File: config.mk
export PLATFORM = sky130hd
export DESIGN_NAME = branch_resolve_unit
export DESIGN_NICKNAME = d
export VERILOG_FILES = /design/src/rtl/bru_pkg.sv /design/src/rtl/bru_stage_reg.sv /design/src/rtl/branch_resolve_unit.sv
export SDC_FILE = /design/constraint.sdc
export NUM_CORES = 1
export LEC_CHECK = 0
export CAP_MARGIN = 10
export CORE_MARGIN = 2
export CORE_UTILIZATION = 42
export DETAILED_ROUTE_END_ITERATION = 7
export HOLD_SLACK_MARGIN = 0.1
export PLACE_DENSITY_LB_ADDON = 0.12
export SLEW_MARGIN = 20
export SYNTH_ARGS = -nofsm -noshare
export SYNTH_HDL_FRONTEND = slang
export SYNTH_HIERARCHICAL = 1
export SYNTH_SLANG_ARGS = --single-unit
File: constraint.sdc
create_clock -name clk -period 2.3 [get_ports clk]
set_input_delay 0.46 -clock clk [delete_from_list [all_inputs] [get_ports clk]]
set_output_delay 0.46 -clock clk [all_outputs]
set_load 0.02 [all_outputs]
File: src/rtl/bru_pkg.sv
// Shared types for the branch resolve unit: per-instruction prediction metadata
// carried from IF to EX, and the mispredict cause classification.
package bru_pkg;

  localparam int WIDTH   = 32;
  localparam int PC_STEP = 4;

  typedef struct packed {
    logic             valid;
    logic [WIDTH-1:0] pc;
    logic             pred_jump;
    logic [WIDTH-1:0] pred_addr;
  } pred_meta_t;

  typedef enum logic [1:0] {
    NONE,
    DIR,
    TARGET,
    ALIAS
  } mispredict_cause_t;

endpackage

File: src/rtl/bru_stage_reg.sv
// One pipeline stage of prediction metadata. kill clears only the valid bit
// and takes precedence over load; load=0 holds the stage.
module bru_stage_reg
  import bru_pkg::*;
(
  input  logic       clk,
  input  logic       rst,
  input  logic       load,
  input  logic       kill,
  input  pred_meta_t d,
  output pred_meta_t q
);

  always_ff @(posedge clk or posedge rst) begin
    if (rst) begin
      q <= '0;
    end else if (kill) begin
      q.valid <= 1'b0;
    end else if (load) begin
      q <= d;
    end
  end

endmodule

File: src/rtl/branch_resolve_unit.sv
// EX-side branch resolution: compares carried predictions against the real outcome,
// drives predictor updates and the fetch redirect. Optional counters via BRU_STATS_EN.
module branch_resolve_unit
  import bru_pkg::*;
#(
  parameter int WIDTH   = bru_pkg::WIDTH,
  parameter int PC_STEP = bru_pkg::PC_STEP
) (
  input  logic             clk,
  input  logic             rst,
  input  logic             if_valid,
  input  logic [WIDTH-1:0] if_pc,
  input  logic             if_pred_jump,
  input  logic [WIDTH-1:0] if_pred_addr,
  input  logic             stall,
  input  logic             ext_flush,
  input  logic             ex_is_branch,
  input  logic             ex_taken,
  input  logic [WIDTH-1:0] ex_target,
  output logic [WIDTH-1:0] upd_pc,
  output logic             upd_branch,
  output logic             upd_taken,
  output logic [WIDTH-1:0] upd_addr,
  output logic             redirect,
  output logic [WIDTH-1:0] redirect_pc,
  output logic [31:0]      stat_branches,
  output logic [31:0]      stat_mispredicts
);

  pred_meta_t        if_meta;
  pred_meta_t        id_q;
  pred_meta_t        ex_q;
  logic              commit;
  logic              mispredict;
  logic              kill_stages;
  logic [WIDTH-1:0]  seq_pc;
  mispredict_cause_t cause;

  assign if_meta = '{valid: if_valid, pc: if_pc, pred_jump: if_pred_jump, pred_addr: if_pred_addr};

  // Both flush sources squash ID and EX; mispredict already implies !stall via commit
  assign kill_stages = ext_flush | mispredict;

  bru_stage_reg u_id (
    .clk  (clk),
    .rst  (rst),
    .load (~stall),
    .kill (kill_stages),
    .d    (if_meta),
    .q    (id_q)
  );

  bru_stage_reg u_ex (
    .clk  (clk),
    .rst  (rst),
    .load (~stall),
    .kill (kill_stages),
    .d    (id_q),
    .q    (ex_q)
  );

  assign commit = ex_q.valid & ~stall & ~ext_flush;

  always_comb begin
    cause = NONE;
    if (commit) begin
      if (ex_is_branch) begin
        if (ex_taken != ex_q.pred_jump) begin
          cause = DIR;
        end else if (ex_taken && (ex_target != ex_q.pred_addr)) begin
          cause = TARGET;
        end
      end else if (ex_q.pred_jump) begin
        cause = ALIAS;
      end
    end
  end

  assign mispredict = (cause != NONE);

  assign upd_pc     = ex_q.pc;
  assign upd_branch = commit & ex_is_branch;
  assign upd_taken  = ex_taken;
  assign upd_addr   = ex_target;

  // Sequential successor wraps at the top of the address space
  assign seq_pc      = ex_q.pc + WIDTH'(PC_STEP);
  assign redirect    = mispredict;
  assign redirect_pc = !mispredict ? '0 :
                       (ex_taken & ex_is_branch) ? ex_target : seq_pc;

`ifdef BRU_STATS_EN
  logic [31:0] branch_cnt;
  logic [31:0] mispredict_cnt;

  always_ff @(posedge clk or posedge rst) begin
    if (rst) begin
      branch_cnt     <= '0;
      mispredict_cnt <= '0;
    end else begin
      if (upd_branch && (branch_cnt != 32'hFFFF_FFFF)) begin
        branch_cnt <= branch_cnt + 32'd1;
      end
      if (redirect && (mispredict_cnt != 32'hFFFF_FFFF)) begin
        mispredict_cnt <= mispredict_cnt + 32'd1;
      end
    end
  end

  assign stat_branches    = branch_cnt;
  assign stat_mispredicts = mispredict_cnt;
`else
  assign stat_branches    = '0;
  assign stat_mispredicts = '0;
`endif

endmodule

* Word level (Yosys, flattened, before mapping)
Index checks and enable logic that the tools add are counted.
** Operators by class
- Add/sub/neg operators :: 1
- Bitwise gates (word level) :: 8
- Multiplexer cells :: 11
- Reductions and logical operators :: 3
- Equality and inequality tests :: 3
** Operator list (count)
- 66-bit 2-to-1 mux :: 2
- 32-bit 2-to-1 mux :: 2
- 32-bit by 3-bit adder with 32-bit output (second input constant) :: 1
- 32-bit inequality test :: 1
- 2-bit 2-to-1 mux :: 5
- 1-bit bitwise AND :: 4
- 1-bit inverter :: 3
- 1-bit 2-to-1 mux :: 2
- 2-bit by 1-bit inequality test with 1-bit output (second input constant) :: 1
- 2-bit AND reduction :: 1
- 2-bit nonzero test :: 1
- 1-bit logical AND :: 1
- 1-bit inequality test :: 1
- 1-bit bitwise OR :: 1
** Storage, ports and cells
- Register bits :: 132
- Input port bits :: 104

* Logic depth before layout (Yosys ltp)
Gate-level depths: netlist (run 1).
- Word-level depth :: 10
- Gate-level depth with buffers :: 10

* Modules after synthesis
The synthesis (run 1) kept the hierarchy.
** By module, submodules not included
- bru_stage_reg :: cells each 142, area an instance 2730.1 um^2, times used 2, seq. area each 1651.6 um^2
- branch_resolve_unit :: cells each 361, area an instance 2432.3 um^2, times used 1, seq. area each 0.0 um^2

* Worst setup path after synthesis (run 1)
Ideal clock, no wire load.
- Path kind :: register to output
- Start point :: register u_ex/q[51] in the netlist's numbering
- End point :: output port redirect_pc[31]
- Stages on the path, launching flop included :: 7
- Data required time :: 1.840 ns
- Slack :: -0.402 ns
- Arrival time :: 2.242 ns
- Cells stage by stage :: dfrtp_1 -> and3_1 -> clkbuf_1 -> nand4_1 -> nor4_1 -> mux2_2 -> a211oi_1
** Between the ends
- Cells in the longest elaborated chain, start to end :: 3
** RTL lines
- start, declared :: line bru_stage_reg.sv:11 : output pred_meta_t q
- 32-bit by 3-bit adder with 32-bit output :: line branch_resolve_unit.sv:87 : assign seq_pc = ex_q.pc + WIDTH'(PC_STEP);
- 32-bit 2-to-1 mux :: line branch_resolve_unit.sv:90 : (ex_taken & ex_is_branch) ? ex_target : seq_pc;
- 32-bit 2-to-1 mux :: line branch_resolve_unit.sv:89 : assign redirect_pc = !mispredict ? '0 :
- end, declared :: line branch_resolve_unit.sv:25 : output logic [WIDTH-1:0] redirect_pc,
Every way passes these cells.

* Worst setup path after layout (run 1)
- Start point :: register u_ex/q[27] in the netlist's numbering
- End point :: output port redirect_pc[14]
** Between the ends
- Cells in the longest elaborated chain, start to end :: 8
** RTL lines
- 32-bit inequality test :: line branch_resolve_unit.sv:70 : end else if (ex_taken && (ex_target != ex_q.pred_addr)) begin
- 1-bit logical AND :: line branch_resolve_unit.sv:70
- 2-bit 2-to-1 mux :: line branch_resolve_unit.sv:70
- 2-bit 2-to-1 mux :: line branch_resolve_unit.sv:68 : if (ex_taken != ex_q.pred_jump) begin
- 2-bit 2-to-1 mux :: line branch_resolve_unit.sv:67 : if (ex_is_branch) begin
- 2-bit 2-to-1 mux :: line branch_resolve_unit.sv:66 : if (commit) begin
- 2-bit nonzero test :: line branch_resolve_unit.sv:79 : assign mispredict = (cause != NONE);
- 32-bit 2-to-1 mux :: line branch_resolve_unit.sv:89
Every way passes these cells.

==> results of run 1 <==
where the power goes:
part | internal, µW | switching [µW]
combinational | 1870 | 1490
sequential | 2780 | 321
clock | 1560 | 1040
tightest hold or removal path, delay by kind of cell:
| family | cells | cell delay [ns] |
|---|---|---|
| buffers and inverters | 3 | 0.84 |
metrics by stage:
stage                     total power, µW  setup slack [ns]  hold WS, ns    util
final                                9061           -0.6160       0.4836  0.6694
after global routing                 9419           -0.6839       0.5183  0.6694
after CTS                            8984           -0.7684       0.5008  0.6702
after detailed placement             6017            -1.106       0.4938  0.5692
after global placement               5968            -1.104       0.4848  0.5692
after floorplan                      4834           -0.1839       0.4749       -
registers in the layout, summed over array words and instances, names as in the netlist:
| signal | count |
|---|---|
| u_id/q | 66 |
| u_ex/q | 66 |
worst max-delay path by stage:
stage	to	depth (start not counted)	startpoint
6_report	redirect_pc[14]	10	u_ex/q[27]$_DFFE_PP0P_
3_3_place_gp	redirect_pc[17]	8	ex_target[29]
5_1_grt	redirect_pc[14]	10	u_ex/q[28]$_DFFE_PP0P_
2_1_floorplan	redirect_pc[31]	6	u_ex/q[52]$_DFFE_PP0P_
3_5_place_dp	redirect_pc[3]	8	ex_target[29]
4_1_cts	redirect_pc[31]	7	u_ex/q[35]$_DFFE_PP0P_
metal layers:
| layer | up-vias | track usage |
|---|---|---|
| li1 | 2776 | - |
| met1 | 3127 | 0.3574 |
| met2 | 321 | 0.4504 |
| met3 | 45 | 0.05061 |
| met4 | 0 | 0.1132 |
| met5 | - | 0 |
layout make-up:
cell class                      instances  share of cell area
Clock buffer                           22             0.03812
Antenna cell                            1           0.0002012
Timing Repair Buffer                  379              0.3096
Multi-Input combinational cell        435              0.3532
Inverter                                7            0.002112
Tap cell                              234             0.02354
Sequential cell                       132              0.2667
Clock inverter                          9            0.006539
Yosys cell counts, drive strengths merged:
| cell type | number | share of area |
|---|---|---|
| nand4 | 14 | 0.011 |
| or3 | 1 | 0.00079 |
| dfrtp | 132 | 0.42 |
| nor4 | 30 | 0.026 |
| clkbuf | 9 | 0.0060 |
| and4 | 5 | 0.0055 |
| xnor2 | 38 | 0.042 |
| or4 | 2 | 0.0019 |
| conb | 1 | 0.00048 |
| nor2 | 32 | 0.015 |
| xor2 | 5 | 0.0055 |
| and3 | 12 | 0.010 |
| a2111oi | 1 | 0.0011 |
| o21a | 4 | 0.0038 |
| nor3b | 1 | 0.00095 |
| buf | 123 | 0.13 |
| a211oi | 5 | 0.0048 |
| o21ai | 5 | 0.0032 |
| and2 | 4 | 0.0032 |
| nand3 | 14 | 0.012 |
| dlygate4sd1 | 2 | 0.0022 |
| ha | 1 | 0.0016 |
| mux2 | 131 | 0.23 |
| nand2 | 17 | 0.0084 |
| a21o | 1 | 0.00095 |
| nor2b | 2 | 0.0035 |
| nand3b | 1 | 0.00095 |
| inv | 7 | 0.0033 |
| nor3 | 23 | 0.015 |
| o311ai | 1 | 0.0011 |
| mux2i | 6 | 0.0076 |
| o31ai | 1 | 0.00095 |
| a21oi | 4 | 0.0025 |
| a31oi | 1 | 0.00079 |
| o31a | 9 | 0.010 |
cells by family (layout without fill, tap and decap cells):
family,count (synthesis),count (layout),synth area share
XOR/XNOR,43,43,0.04772
other,1,65,0.0004751
AO/OA/AOI/OAI,32,32,0.02949
AND/OR/NAND/NOR,158,158,0.1140
multiplexers,137,137,0.2421
adder cells (fa/ha/maj),1,1,0.001585
flip-flops,132,132,0.4185
buffers and inverters,141,417,0.1462
repair_timing:
item	4_1_cts	5_1_grt
hold endpoints to repair	0	0
pin swaps	24	17
gates resized for setup	346	49
setup buffers	35	16
endpoints found under the setup margin	164	166
gates cloned	18	0
==> results_dict.tcl, run 1 <==
set metrics [dict create \
    place.gp.congestion 0.8176 \
    finish.instance_area_um2 12440 \
    viasPerCell 5.143 \
    clk_latency_ns 0.42 \
    cts_tree "built" \
    place_area_um2 10580 \
    register_area_um2 3317 \
    syn_area_um2 7893 \
    die_w_um 141.1 \
    p_per_area_nw_per_um2 728.5 \
    multi_input_area_um2 4393 \
    nets 1077 \
    arrival_ns 2.46 \
    power.leakage_uw 0.005563 \
    clock.fmax_mhz 342.9 \
    rsz0062_at_grt "true" \
    violations "setup timing" \
    slew_viol_final 0 \
    r2r_slack_ns -0.50 \
    port_buffers 202 \
    instances_no_fill 1219 \
    fin_crit_sh 1.268 \
    status "finished with violations" \
    cpMostUsedCell "buf_4" \
    synth.distinct_cells 48 \
    finalSetupViolations 163 \
    period_needed_ns 2.916 \
    cp_data_required_time_ns 1.84 \
    yosys_warnings 6 \
    clkTransAtPathRegs_ns 0.06 \
    final_cell_mix "clkdlybuf4s50_1, buf_4, mux2_4" \
    grt_overflow 0 \
    grt_pass1_wl_um 40790 \
    cts_root_buf "clkbuf_16" \
    synthCells 645 \
    htreeDepth 4 \
    grt_max_degree 67 \
    clock_path_buffers 2 \
    area_growth_pct 57.59 \
    grt_pass1_vias 6763 \
    drc 0 \
    slew_headroom 0.6677 \
    critPathSlowestCell "dfrtp_1" \
    dr_wl_met3_um 1643 \
    path_delay_family "buffers and inverters" \
    wl_met1_um 11420 \
    crit_type "flip-flop to output pin" \
    start_kind "flip-flop" \
    path_max_fanout 4 \
    first_iter_violations 401 \
    syn_area_per_cell_um2 12.24 \
    final.setup.worst_slack_ns -0.6160 \
    ir_drop_v 0.0005434 \
    io_pins 267 \
    first_pass_iters 5 \
    path_cells "xnor2_2, nand4_1, nor4_2, buf_4, and3_4, buf_8, buf_16, buf_12, nor4_4, buf_4" \
    wl_met2_um 13210 \
    routed_wl_um 26980 \
    drive_gt1_frac 0.4726 \
    r2r_cells 13 \
    cap_violations 0 \
    numCtsBuffers 17 \
    initial_core_util 0.4248 \
    crit_path_end_kind "output pin" \
    timing.rr.end "u_id/q[59]$_DFFE_PP0P_" \
    tightest_slew_ns 0.4957 \
    postRouteAntennaNets 0 \
    tns_ns -71.36 \
    cts-hold-fix-buffers 0 \
    critPathMaxStageDelay_ns 0.40 \
    die_area_um2 19910 \
    topRoutingLayerUsed "met4" \
    fin_skew_ns 0.01081 \
    num-fill-cells 1344 \
    dr_total_vias 6269 \
    hold_path_class "primary input to async pin" \
    place_inst 1134 \
    antenna_found_initial 2 \
    core-area_um2 18580 \
    rr_startpoint "u_ex/q[27]$_DFFE_PP0P_" \
    cp_num_buf_inv 5 \
    cts.sinks 132 \
    row_count 50 \
    wl_per_cell_um 22.14 \
    grt_util_all_layers 0.2741 \
    ys_seq_area_frac 0.4185 \
    hold_viol 0 \
    synth_seq_cells 132 \
    place_hpwl_um 17000 \
    dieHeight_um 141.1 \
    layout_commonest_cell "clkdlybuf4s50_1" \
]
No activity file was read; power rests on OpenSTA's default activity.
==> inputs of run 2 (changes only) <==
- CORE_UTILIZATION: 42 -> 40
==> run 2 against run 1 <==
The run still ends with setup timing left. Fmax up 1.1%. Utilization down 2.1 points. Wire length down 4.8%. Count of clock-buffer cells in the layout down 4.
==> results_dict.tcl, run 2 (synthesis gave the netlist of run 1 again) <==
set metrics [dict create \
    routed_wl_um 25680 \
    dr_total_vias 6220 \
    clk_latency_ns 0.43 \
    die_area_um2 20870 \
    io_pins 267 \
    ir_drop_v 0.0005359 \
    num-fill-cells 1519 \
    final_cell_mix "clkdlybuf4s50_1, buf_4, mux2_4" \
    drive_gt1_frac 0.4639 \
    status "finished with violations" \
    largestRegisters "u_ex/q x66, u_id/q x66" \
    wl_per_cell_um 20.33 \
    drc 0 \
    register_area_um2 3317 \
    numCtsBuffers 17 \
    p_per_area_nw_per_um2 758.4 \
    cpMostUsedCell "nor4_4" \
    hold_viol 0 \
    arrival_ns 2.43 \
    first_iter_violations 337 \
    postRouteAntennaNets 0 \
    critPathMaxStageDelay_ns 0.42 \
    multi_input_area_um2 4267 \
    rsz0062_at_grt "true" \
    violations "setup timing" \
    grt_pass1_wl_um 38660 \
    initial_core_util 0.4069 \
    sw_frac_of_total 0.3014 \
    crit_type "flip-flop to output pin" \
    final.setup.worst_slack_ns -0.5850 \
    path_cells "xnor2_2, nand4_1, nor4_4, and3_4, buf_12, buf_16, nor4_4, buf_4" \
    totalPowerFinal_uw 9536 \
    hold_path_class "primary input to async pin" \
    die_w_um 144.5 \
    clock.fmax_mhz 346.6 \
    core-area_um2 19400 \
    place_area_um2 10810 \
    row_count 51 \
    place.gp.congestion 0.8456 \
    crit_path_end_kind "output pin" \
    dieHeight_um 144.5 \
    place_inst 1186 \
    fin_skew_ns 0.005324 \
    antenna_found_initial 0 \
    first_pass_iters 5 \
    period_needed_ns 2.885 \
    clock_path_buffers 2 \
    p_switching_uw 2874 \
    grt_util_all_layers 0.2510 \
    clkTransAtPathRegs_ns 0.06 \
    cap_violations 0 \
    cts.sinks 132 \
    path_delay_family "simple AND/OR/NAND/NOR gates" \
    path_max_fanout 7 \
    whs_ns 0.4934 \
    power.leakage_uw 0.005700 \
    pwr-share-clk 0.319 \
    layout_commonest_cell "clkdlybuf4s50_1" \
    viasPerCell 4.925 \
    critPathSlowestCell "dfrtp_1" \
    fin_crit_sh 1.254 \
    nets 1090 \
    grt_overflow 0 \
    diodes 0 \
    grt_pass1_vias 6459 \
    area_growth_pct 59.31 \
    seq_power_share 0.327 \
    htreeDepth 4 \
    cts_root_buf "clkbuf_16" \
    place_hpwl_um 17730 \
    start_kind "flip-flop" \
    cts_tree "built" \
    grt_max_degree 67 \
    cts-hold-fix-buffers 0 \
    cp_data_required_time_ns 1.84 \
    port_buffers 202 \
    finalSetupViolations 163 \
    slew_headroom 0.5638 \
    cp_num_buf_inv 3 \
    finish.instance_area_um2 12570 \
    combPwrFrac 0.354 \
    instances_no_fill 1263 \
    tightest_slew_ns 0.6534 \
    final_util 0.6482 \
    intPower_uw 6662 \
    slew_viol_final 0 \
]
-- run 2: cell types whose count changed in the layout (fill, tap and decap cells not counted), moves of 5 or more --
| cell | before | now |
|---|---|---|
| dlygate4sd2_1 | 26 | 11 |
| buf_4 | 138 | 148 |
| buf_8 | 8 | 1 |
| nor3_4 | 5 | 0 |
| buf_2 | 6 | 11 |
| nor3_1 | 11 | 17 |
| dlymetal6s2s_1 | 1 | 8 |
| clkdlybuf4s50_1 | 140 | 149 |
-- run 2: through the flow --
stage | setup slack (ns) | setup TNS (ns)
2_1_floorplan | -0.1839 | -1.574
3_3_place_gp | -1.285 | -168.48
3_5_place_dp | -1.248 | -161.88
4_1_cts | -0.5720 | -55.80
5_1_grt | -0.6677 | -86.51
6_report | -0.5850 | -73.15
-- run 2: repair_timing --
item,in CTS,in global routing
buffers inserted,38,4
gates cloned,12,0
setup endpoints to repair,164,164
pin swaps,29,12
gates resized for setup,304,30
-- run 2: path summary, 6_finish.rpt --
| check | slack (ns) | to | cells past startpoint | start |
|---|---|---|---|---|
| max reg2reg | -0.53 | u_ex/q[48]$_DFFE_PP0P_ | 12 | u_ex/q[11]$_DFFE_PP0P_ |
| max | -0.59 | redirect_pc[16] | 8 | u_ex/q[11]$_DFFE_PP0P_ |
| max in group asynchronous | 1.17 | u_ex/q[24]$_DFFE_PP0P_ | 3 | rst |
| min reg2reg | 0.51 | u_ex/q[3]$_DFFE_PP0P_ | 1 | u_id/q[3]$_DFFE_PP0P_ |
| min | 0.49 | u_id/q[62]$_DFFE_PP0P_ | 3 | rst |
| min in group clk | 0.51 | u_ex/q[3]$_DFFE_PP0P_ | 1 | u_id/q[3]$_DFFE_PP0P_ |
-- run 2: tightest hold or removal path, delay by kind of cell --
kind | cells | cell delay (ns)
buf+inv | 3 | 0.87
-- run 2: routing by layer --
layer | vias up | track usage | share of wire
met5 | - | 0 | 0
met4 | 0 | 0.06387 | 0.015
met3 | 27 | 0.04934 | 0.061
met2 | 265 | 0.4143 | 0.49
met1 | 3114 | 0.3400 | 0.44
li1 | 2814 | - | -
-- run 2: layout make-up --
cell class | count | area share
Tap cell | 265 | 0.02637
Sequential cell | 132 | 0.2638
Multi-Input combinational cell | 435 | 0.3393
Inverter | 7 | 0.002090
Clock buffer | 18 | 0.03413
Clock inverter | 14 | 0.01781
Timing Repair Buffer | 392 | 0.3164
-- run 2: power groups by stage --
stage	registers [µW]	clock network [µW]	logic [µW]
after floorplan	3300	0	1530
after global placement	3110	0	2950
after detailed placement	3120	0	2970
after CTS	3110	3080	3350
after global routing	3180	3170	3560
final	3120	3040	3370
==> inputs of run 3 (changes only) <==
- ABC_AREA: unset -> 1
- CTS_BUF_LIST: unset -> sky130_fd_sc_hd__clkbuf_16
==> run 3 against run 2 <==
The run still ends with setup timing left. Non-clock buffer count shrank 45. Worst setup slack better by 0.33 ns. Combinational power decreased by 36%. Register-to-register slack better by 0.65 ns. Count of clock-buffer cells in the layout decreased by 1. Fmax increased by 13%. Synthesized cell count rose by 76%. Largest power group is now registers.
==> results_dict.tcl, run 3 <==
set metrics [dict create \
    first_iter_violations 478 \
    area_growth_pct 45.55 \
    cts_root_buf "clkbuf_16" \
    die_w_um 146.0 \
    layout_commonest_cell "nand2_1" \
    die_area_um2 21310 \
    syn_area_per_cell_um2 7.123 \
    place_hpwl_um 19430 \
    dr_total_vias 7809 \
    final_cell_mix "nand2_1, nand3_1, clkdlybuf4s50_1" \
    finalSetupViolations 33 \
    largestRegisters "u_ex/q x66, u_id/q x66" \
    synth-edff-count 0 \
    period_needed_ns 2.558 \
    clkTransAtPathRegs_ns 0.06 \
    drive_gt1_frac 0.2177 \
    status "finished with violations" \
    synth_flop_cell "dfrtp_1" \
    final.setup.worst_slack_ns -0.2580 \
    postRouteAntennaNets 0 \
    p_per_area_nw_per_um2 670.2 \
    grt_util_all_layers 0.2399 \
    synthXorXnorAreaFrac 0.01629 \
    tightest_slew_ns 0.5440 \
    syn_area_um2 8063 \
    synthSimpleGateAreaFrac 0.3734 \
    dieHeight_um 146.0 \
    cts.sinks 132 \
    synth_mux_area_frac 0.001241 \
    start_kind "primary input" \
    synth_top_family_by_area "simple AND/OR/NAND/NOR gates" \
    drc 0 \
    grt_pass1_vias 7448 \
    core-area_um2 19590 \
    initial_core_util 0.4116 \
    routed_wl_um 26140 \
    place_area_um2 10640 \
    place.gp.congestion 0.9060 \
    synth_seq_cells 132 \
    totalPowerFinal_uw 7865 \
    clock_path_buffers 2 \
    synth.top_cell.area_share 0.4097 \
    viasPerCell 4.621 \
    r2r_slack_ns 0.12 \
    crit_type "primary input to output pin" \
    violations "setup timing" \
    grt_max_degree 70 \
    io_pins 267 \
    first_pass_iters 5 \
    cts_tree "built" \
    slew_viol_final 0 \
    ys_seq_area_frac 0.4097 \
    grt_overflow 0 \
    synth.distinct_cells 28 \
    rsz0062_at_grt "true" \
    crit_path_end_kind "output pin" \
    clk_latency_ns 0.42 \
    yosys_warnings 6 \
    power.leakage_uw 0.006050 \
    yosysMostFrequentCell "nand2_1" \
    yosys-top-cells-area "dfrtp_1, nand2_1, buf_4" \
    path_max_fanout 6 \
    slew_headroom 0.6368 \
    nets 1516 \
    cap_violations 0 \
    clock.fmax_mhz 390.9 \
    synthTopCellsByCount "nand2_1, nand3_1, dfrtp_1" \
    wl_per_cell_um 15.47 \
    fin_skew_ns 0.01652 \
    synth_fa_ha_area_frac 0.001552 \
    htreeDepth 4 \
    synth_largest_area_cell "dfrtp_1" \
    hold_path_class "primary input to async pin" \
    row_count 51 \
    async_flop_share 1.000 \
    grt_pass1_wl_um 40240 \
    ir_drop_v 0.0003850 \
    port_buffers 202 \
    fin_crit_sh 1.112 \
    antenna_found_initial 1 \
    hold_viol 0 \
    finish.instance_area_um2 11740 \
    cp_data_required_time_ns 1.84 \
    numCtsBuffers 17 \
    synthCells 1132 \
    arrival_ns 2.10 \
    synth_compound_area_frac 0.02607 \
]
## run 3: cells by family after synthesis
family                   count (synthesis)
AND/OR/NAND/NOR                        718
buffers and inverters                  223
flip-flops                             132
AO/OA/AOI/OAI                           41
XOR/XNOR                                15
adder cells (fa/ha/maj)                  1
other                                    1
multiplexers                             1
## run 3: cell type report
cell class,instances,area (µm²)
inverters,73,279.0
flip-flops and latches,132,3319
fillers,1876,7855
repair buffers,347,3304
clock inverters,15,166.4
well taps,265,331.6
multi-input cells,840,3906
clock buffers,17,425.4
diodes,1,2.502
## run 3: worst max-delay path: stages
cell and delay, ns:
dlygate4sd2_1 0.27, nand2_4 0.11, nor2_4 0.15, nand2_1 0.08, nor2_2 0.12, nand2_2 0.08
nor2_4 0.13, nand4_4 0.10, nand2_4 0.13, buf_12 0.13, buf_16 0.12, nor2_1 0.05
buf_4 0.16
## run 3: worst paths after layout
path | start | cells after the start | endpoint
max | ex_taken | 13 | redirect_pc[21]
min | rst | 2 | u_id/q[36]$_DFFE_PP0P_
max reg2reg | u_ex/q[5]$_DFFE_PP0P_ | 16 | u_ex/q[4]$_DFFE_PP0P_
min reg2reg | u_id/q[57]$_DFFE_PP0P_ | 2 | u_id/q[57]$_DFFE_PP0P_
max in group asynchronous | rst | 3 | u_id/q[24]$_DFFE_PP0P_
min in group clk | u_id/q[57]$_DFFE_PP0P_ | 2 | u_id/q[57]$_DFFE_PP0P_
## run 3: layer usage
metal	vias up	GRT usage	wire length (µm)
met5	-	0	0
met4	0	0.06262	494
met3	31	0.04483	1329
met2	243	0.3745	12140
met1	3614	0.3438	12170
li1	3921	-	-
## run 3: power breakdown
part | leakage [µW] | internal (µW) | total, µW | switching [µW]
Clock | 0.000283 | 1620 | 2750 | 1120
Combinational | 0.00412 | 988 | 2160 | 1170
Sequential | 0.00164 | 2660 | 2960 | 303
Total | 0.00605 | 5270 | 7860 | 2590
## run 3: metrics by stage
stage	setup WS, ns	utilization	setup TNS (ns)	hold WS, ns	instances
global route	-0.3781	0.5989	-10.63	0.4974	1689
CTS	-0.3118	0.5724	-8.575	0.4503	1680
detailed placement	-0.8841	0.5433	-116.00	0.4589	1638
finish	-0.2580	0.5990	-6.775	0.4567	1690
global placement	-0.9028	0.5433	-118.53	0.4554	1638
floorplan	0.07025	-	0	0.4419	1195
## run 3: what timing repair did
item,in CTS,in global routing
pin swaps,7,21
endpoints found under the setup margin,166,165
cloned,1,3
setup buffers,9,6
resized for setup,189,129
hold buffers,0,0
